`src/rtl/next_pc_gen_pkg.sv`:
```
// Shared constants and types for the fetch-stage next-PC generator.
package next_pc_gen_pkg;

  localparam logic [1:0] BTYPE_NUL = 2'b00;
  localparam logic [1:0] BTYPE_CAL = 2'b01;
  localparam logic [1:0] BTYPE_RET = 2'b10;
  localparam logic [1:0] BTYPE_ABS = 2'b11;

  localparam int unsigned DEFAULT_RAS_DEPTH = 8;
  localparam logic [31:0] DEFAULT_RESET_PC  = 32'hBFC0_0000;

  typedef enum logic [0:0] {
    StSeq,
    StDslot
  } fetch_state_e;

endpackage

```
`src/rtl/next_pc_gen_if.sv`:
```
// Bundle between the fetch control / BTB side and the next-PC generator.
interface next_pc_gen_if #(
  parameter int unsigned RAS_DEPTH = 8
);
  localparam int unsigned CW = $clog2(RAS_DEPTH) + 1;

  logic          stall;
  logic          hit0;
  logic [1:0]    predict_type0;
  logic [31:0]   predict_tar0;
  logic          redirect_valid;
  logic [31:0]   redirect_tar;
  logic          flush;
  logic [31:0]   flush_tar;
  logic [31:0]   pc;
  logic [31:0]   pc_p4;
  logic          pred_taken;
  logic [31:0]   pred_tar;
  logic [CW-1:0] ras_count;

  modport master (
    output stall, hit0, predict_type0, predict_tar0,
    output redirect_valid, redirect_tar, flush, flush_tar,
    input  pc, pc_p4, pred_taken, pred_tar, ras_count
  );

  modport slave (
    input  stall, hit0, predict_type0, predict_tar0,
    input  redirect_valid, redirect_tar, flush, flush_tar,
    output pc, pc_p4, pred_taken, pred_tar, ras_count
  );

endinterface

```
`src/rtl/next_pc_gen_return_addr_stack.sv`:
```
// Circular return-address stack: pushes past full overwrite the oldest entry,
// count saturates at Depth, pointer wraps in both directions.
module return_addr_stack #(
  parameter int unsigned Depth = 8,
  parameter int unsigned Width = 32
) (
  input  logic                     clk,
  input  logic                     resetn,
  input  logic                     push,
  input  logic                     pop,
  input  logic                     clear,
  input  logic [Width-1:0]         push_data,
  output logic [Width-1:0]         top,
  output logic [$clog2(Depth):0]   count
);

  localparam int unsigned PW = $clog2(Depth);
  localparam int unsigned CW = PW + 1;

  logic [Width-1:0] mem_q [Depth];
  logic [PW-1:0]    ptr_q;
  logic [CW-1:0]    count_q;
  logic [PW-1:0]    top_idx;

  // ptr_q is the next write slot, so the top entry sits one below it.
  assign top_idx = ptr_q - PW'(1);
  assign top     = mem_q[top_idx];
  assign count   = count_q;

  always_ff @(posedge clk or negedge resetn) begin
    if (!resetn) begin
      ptr_q   <= '0;
      count_q <= '0;
      for (int i = 0; i < Depth; i++) begin
        mem_q[i] <= '0;
      end
    end else if (clear) begin
      ptr_q   <= '0;
      count_q <= '0;
    end else if (push) begin
      mem_q[ptr_q] <= push_data;
      ptr_q        <= ptr_q + PW'(1);
      if (count_q != CW'(Depth)) begin
        count_q <= count_q + CW'(1);
      end
    end else if (pop) begin
      ptr_q <= ptr_q - PW'(1);
      if (count_q != '0) begin
        count_q <= count_q - CW'(1);
      end
    end
  end

endmodule

```
`src/rtl/next_pc_gen.sv`:
```
// Fetch next-PC generator: delay-slot sequencing of BTB predictions, RAS-based
// return prediction, and flush/redirect override from later stages.
module next_pc_gen
  import next_pc_gen_pkg::*;
#(
  parameter int unsigned RAS_DEPTH = DEFAULT_RAS_DEPTH,
  parameter logic [31:0] RESET_PC  = DEFAULT_RESET_PC
) (
  input  logic        clk,
  input  logic        resetn,
  next_pc_gen_if.slave fe
);

  localparam int unsigned CW = $clog2(RAS_DEPTH) + 1;

  fetch_state_e  state_q, state_d;
  logic [31:0]   pc_q, pc_d;
  logic [31:0]   pc_p4_q;
  logic [31:0]   tar_q, tar_d;

  logic          seq_adv;
  logic          taken;
  logic [31:0]   tar_seq;
  logic          ras_push, ras_pop, ras_clear;
  logic [31:0]   ras_top;
  logic [CW-1:0] ras_cnt;

  return_addr_stack #(
    .Depth (RAS_DEPTH),
    .Width (32)
  ) u_ras (
    .clk       (clk),
    .resetn    (resetn),
    .push      (ras_push),
    .pop       (ras_pop),
    .clear     (ras_clear),
    .push_data (pc_q + 32'd8),
    .top       (ras_top),
    .count     (ras_cnt)
  );

  // Prediction decode for the current SEQ fetch; RET with an empty RAS falls through.
  always_comb begin
    taken   = 1'b0;
    tar_seq = fe.predict_tar0;
    if (fe.hit0) begin
      case (fe.predict_type0)
        BTYPE_RET: begin
          if (ras_cnt != '0) begin
            taken   = 1'b1;
            tar_seq = ras_top;
          end
        end
        default: taken = 1'b1;
      endcase
    end
  end

  assign seq_adv   = !fe.flush && !fe.redirect_valid && !fe.stall && (state_q == StSeq);
  assign ras_push  = seq_adv && fe.hit0 && (fe.predict_type0 == BTYPE_CAL);
  assign ras_pop   = seq_adv && taken && (fe.predict_type0 == BTYPE_RET);
  assign ras_clear = fe.flush;

  always_ff @(posedge clk or negedge resetn) begin
    if (!resetn) begin
      state_q <= StSeq;
    end else begin
      state_q <= state_d;
    end
  end

  always_comb begin
    state_d = state_q;
    if (fe.flush || fe.redirect_valid) begin
      state_d = StSeq;
    end else if (!fe.stall) begin
      unique case (state_q)
        StSeq:   if (taken) state_d = StDslot;
        StDslot: state_d = StSeq;
        default: state_d = StSeq;
      endcase
    end
  end

  always_comb begin
    fe.pc         = pc_q;
    fe.pc_p4      = pc_p4_q;
    fe.pred_taken = (state_q == StDslot);
    fe.pred_tar   = (state_q == StDslot) ? tar_q : 32'd0;
    fe.ras_count  = ras_cnt;
  end

  always_comb begin
    pc_d  = pc_q;
    tar_d = tar_q;
    if (fe.flush) begin
      pc_d  = fe.flush_tar;
      tar_d = 32'd0;
    end else if (fe.redirect_valid) begin
      pc_d  = fe.redirect_tar;
      tar_d = 32'd0;
    end else if (!fe.stall) begin
      if (state_q == StDslot) begin
        pc_d  = tar_q;
        tar_d = 32'd0;
      end else begin
        pc_d = pc_q + 32'd4;
        if (taken) begin
          tar_d = tar_seq;
        end
      end
    end
  end

  always_ff @(posedge clk or negedge resetn) begin
    if (!resetn) begin
      pc_q    <= RESET_PC;
      pc_p4_q <= RESET_PC + 32'd4;
      tar_q   <= 32'd0;
    end else begin
      pc_q    <= pc_d;
      pc_p4_q <= pc_d + 32'd4;
      tar_q   <= tar_d;
    end
  end

endmodule

```
`src/flat_wrapper.sv`:
```
// flat-port wrapper written by rule: the top's interface ports become plain ports
module next_pc_gen_flat import next_pc_gen_pkg::*;
#(
  parameter int unsigned RAS_DEPTH = DEFAULT_RAS_DEPTH,
  parameter logic [31:0] RESET_PC  = DEFAULT_RESET_PC
)
  (clk, resetn, fe_stall, fe_hit0, fe_predict_type0, fe_predict_tar0, fe_redirect_valid, fe_redirect_tar, fe_flush, fe_flush_tar, fe_pc, fe_pc_p4, fe_pred_taken, fe_pred_tar, fe_ras_count);
  next_pc_gen_if #(.RAS_DEPTH(RAS_DEPTH)) fe_i ();
  input  logic clk;
  input  logic resetn;
  input wire logic [$bits(fe_i.stall)-1:0] fe_stall;
  input wire logic [$bits(fe_i.hit0)-1:0] fe_hit0;
  input wire logic [$bits(fe_i.predict_type0)-1:0] fe_predict_type0;
  input wire logic [$bits(fe_i.predict_tar0)-1:0] fe_predict_tar0;
  input wire logic [$bits(fe_i.redirect_valid)-1:0] fe_redirect_valid;
  input wire logic [$bits(fe_i.redirect_tar)-1:0] fe_redirect_tar;
  input wire logic [$bits(fe_i.flush)-1:0] fe_flush;
  input wire logic [$bits(fe_i.flush_tar)-1:0] fe_flush_tar;
  output wire logic [$bits(fe_i.pc)-1:0] fe_pc;
  output wire logic [$bits(fe_i.pc_p4)-1:0] fe_pc_p4;
  output wire logic [$bits(fe_i.pred_taken)-1:0] fe_pred_taken;
  output wire logic [$bits(fe_i.pred_tar)-1:0] fe_pred_tar;
  output wire logic [$bits(fe_i.ras_count)-1:0] fe_ras_count;
  assign fe_i.stall = fe_stall;
  assign fe_i.hit0 = fe_hit0;
  assign fe_i.predict_type0 = fe_predict_type0;
  assign fe_i.predict_tar0 = fe_predict_tar0;
  assign fe_i.redirect_valid = fe_redirect_valid;
  assign fe_i.redirect_tar = fe_redirect_tar;
  assign fe_i.flush = fe_flush;
  assign fe_i.flush_tar = fe_flush_tar;
  assign fe_pc = fe_i.pc;
  assign fe_pc_p4 = fe_i.pc_p4;
  assign fe_pred_taken = fe_i.pred_taken;
  assign fe_pred_tar = fe_i.pred_tar;
  assign fe_ras_count = fe_i.ras_count;
  next_pc_gen #(.RAS_DEPTH(RAS_DEPTH), .RESET_PC(RESET_PC)) u_core (.clk(clk), .resetn(resetn), .fe(fe_i));
endmodule
```
`config.mk`:
```
export PLATFORM = sky130hd
export DESIGN_NAME = next_pc_gen_flat
export DESIGN_NICKNAME = d
export VERILOG_FILES = /design/src/rtl/next_pc_gen_pkg.sv /design/src/rtl/next_pc_gen_if.sv /design/src/rtl/next_pc_gen_return_addr_stack.sv /design/src/rtl/next_pc_gen.sv /design/src/flat_wrapper.sv
export SDC_FILE = /design/constraint.sdc
export NUM_CORES = 1
export LEC_CHECK = 0
export BUFFER_PORTS_ARGS = -buffer_cell sky130_fd_sc_hd__buf_4
export CORE_MARGIN = 2
export CORE_UTILIZATION = 55
export CTS_BUF_LIST = sky130_fd_sc_hd__clkbuf_4
export DETAILED_ROUTE_END_ITERATION = 6
export PLACE_DENSITY = 0.79
export SLEW_MARGIN = 0
export SYNTH_ARGS = -nofsm -noshare
export SYNTH_HDL_FRONTEND = slang
export SYNTH_SLANG_ARGS = --single-unit
```
`constraint.sdc`:
```
create_clock -name clk -period 3.05 [get_ports clk]
set_clock_uncertainty 0.05 [all_clocks]
set_input_delay 0.61 -clock clk [delete_from_list [all_inputs] [get_ports clk]]
set_output_delay 0.61 -clock clk [all_outputs]
set_load 0.1 [all_outputs]
```
==> metrics.yaml <==
synth_top_cell_area_share_pct: 47.6
syn_inst: 1729
multi_input_area_um2: 8320
synth_edf_count: 0
cp-end-kind: "flip-flop"
synth_common_cells: "dfrtp_1 (339), nand2_1 (186), nor2_1 (180), a21oi_1 (171), o21ai_0 (138)"
ff2ff_path_depth: 10
slew_headroom_pct: 33.6
p_per_area_nw_per_um2: 565
synth_area_um2: 17800
synth_ff_type: "dfrtp_1"
antenna_found_initial: 2
worstPathCellList: "nand4_2, nor4_2, buf_4, nand4_1, nor3_1, buf_4, xnor2_1, a31oi_1, a221o_1, xnor2_1"
die-area_um2: 33900
synthDistinctLibCells: 82
fill_cells: 2312
num_vias: 15300
min_path_type: "in2reg"
core_area_um2: 31700
postLayoutCoreUtil_pct: 68.7
grt_pass1_wl_mm: 85.7
synth.area.top_cells: "dfrtp_1 (48%), mux4_2 (8.1%), a21oi_1 (4.8%)"
clockPowerShare_pct: 32.1
path_clk_slew_ps: 70
yosysSeqAreaShare_pct: 50.4
final_nets: 2124
clock_tree.root_cell: "clkbuf_4"
clkSinkCount: 358
maxCapViolations: 0
overflow: 0
ys_async_sr_fraction_pct: 100
yosysTopAreaCell: "dfrtp_1"
post-route-min-period_ps: 2920
die_h_um: 184
htree_levels: 3
port-buffer-count: 204
post-route-period-util_pct: 95.6
via_per_inst: 6.16
p_sw_mw: 4.28
placed_cell_area_um2: 20600
cts_tree: "yes"
ys_warn_count: 0
crit_fanout: 9
p_leak_nw: 9.82
crit_path_top_delay_cell: "dfrtp_4"
p_int_mw: 8.02
grt_max_degree: 84
hold_viol: 0
outcome: "finished clean"
start_util_pct: 56.2
regArea_um2: 9040
drt-wirelength-per-cell_um: 22.4
hold_ws_ps: 56.2
ys_ff_latch: 358
wirelength_mm: 55.5
area_growth_pct: 22.1
crit_path_start_kind: "flip-flop"
rows: 65
remaining_drc_errors: 0
cpPeakStageDelay_ps: 510
critPathTopFamily: "simple AND/OR/NAND/NOR gates"
critical_path_depth: 10
synth_area_per_cell_um2: 10.3
hold_path_depth: 3
finalSetupViolations: 0
die_w_um: 184
grt_use_total_pct: 33.4
max-vdd-ir-drop_uv: 274
switching_share_pct: 34.8
slew_viol_final: 0
drive_gt1_share_pct: 32.5
clk_latency_ps: 770
cts-buffers-inserted: 92
drt-initial-drc-count: 1370
critical_path_arrival_ps: 3550
clockBufferDepth: 3
gp_congestion: 0.972
dpl.hpwl_mm: 38.8
syn_nets: 1841
required_ps: 3680
combPwrFrac_pct: 23.3
crit_type: "reg2reg"
sequentialPowerShare_pct: 44.6
synth_most_common_cell: "dfrtp_1"
tightestPinTransition_ps: 990
io_pins: 205
design_area_um2: 21800
rsz0062_at_grt: "false"
fmax_mhz: 343
postRouteAntennaNets: 0
grt_pass1_vias: 15200
firstDrtPassIters: 5
worst-path-buf-inv: 2
[flip-flops by register name, indices dropped and copies added, names as in the netlist]
register and cells:
u_core.fe.pc 32, u_core.fe.pc_p4 30, u_core.fe.pred_taken 1, u_core.tar_q 32
u_core.u_ras.count 4, u_core.u_ras.mem_q 256, u_core.u_ras.ptr_q 3
[routing by layer]
| metal | up-vias | GRT usage, % | part of all wire [%] |
|---|---|---|---|
| li1 | 6770 | - | - |
| met1 | 7585 | 45.3 | 41 |
| met2 | 787 | 52.2 | 47 |
| met3 | 138 | 6.70 | 8.4 |
| met4 | 0 | 15.7 | 3.9 |
| met5 | - | 0 | 0 |
[through the flow]
stage	power, mW	std cells	TNS [ps]	worst slack (ps)
CTS	12.3	2476	0	11.2
floorplan	7.39	1729	-9.14	-9.14
finish	12.3	2479	0	134
global route	12.8	2479	0	16.5
detailed placement	8.38	2317	0	38.4
global placement	8.32	2317	0	91.1
[power by group through the flow]
stage               Combinational (mW)  Sequential (mW)  Clock, mW
floorplan                         1.18             6.21          0
global placement                  2.79             5.53          0
detailed placement                2.83             5.56          0
CTS                               2.84             5.47       4.02
global route                      3.03             5.52       4.29
finish                            2.87             5.49       3.95
[timing repair]
action	in CTS	in global routing
hold buffers	2	0
resized for setup	0	10
endpoints found under the setup margin	0	11
setup buffers	0	1
hold endpoints to repair	72	0
[final timing paths]
kind | startpoint | end | slack, ps
setup / recovery | u_core.fe.pc[13] | u_core.fe.pc_p4[31] | 130
hold / removal | fe_flush_tar[1] | u_core.fe.pc[1] | 60
setup reg to reg | u_core.fe.pc[13] | u_core.fe.pc_p4[31] | 130
hold reg to reg | u_core.u_ras.mem_q[142] | u_core.u_ras.mem_q[142] | 420
max in group asynchronous | resetn | u_core.tar_q[9] | 1640
min in group asynchronous | resetn | u_core.fe.pc[21] | 390
[area by class of cell]
cell class	count	area share, %
Clock inverter	26	0.546
Inverter	28	0.500
Clock buffer	131	4.52
Antenna cell	2	0.0230
Sequential cell	358	41.5
Timing Repair Buffer	332	12.4
Tap cell	402	2.31
Multi-Input combinational cell	1200	38.2
[cells in the final DEF (no fill, tap or decap), types with 11 or more instances in the layout]
cell,instances
o21ai_0,138
dfrtp_4,16
clkinv_1,20
a22o_1,33
mux4_2,64
mux2_2,30
nor3_1,23
clkbuf_4,131
buf_4,314
nor2_1,178
mux2i_1,48
buf_12,15
dfstp_2,19
nor2b_1,11
and2_2,22
dfrtp_1,321
nand2_1,186
inv_1,25
nand3_1,32
xor2_1,14
a21oi_1,169
nand4_1,20
xnor2_1,44
[cell families (layout without fill, tap and decap cells)]
logic type,after synthesis,in the layout,share of synthesized area [%]
other cells,0,2,0
simple gates,566,566,15.1
flops,358,358,50.4
compound gates,422,422,14.2
fa+ha+maj,8,8,0.603
mux,145,145,12.9
buf+inv,171,517,3.94
xor+xnor,59,59,2.90
[worst min-delay path: stages]
cell and delay (ps):
buf_4 80, nand2_1 40, o21ai_0 70
Note: power is estimated with default switching activity, not from simulation.
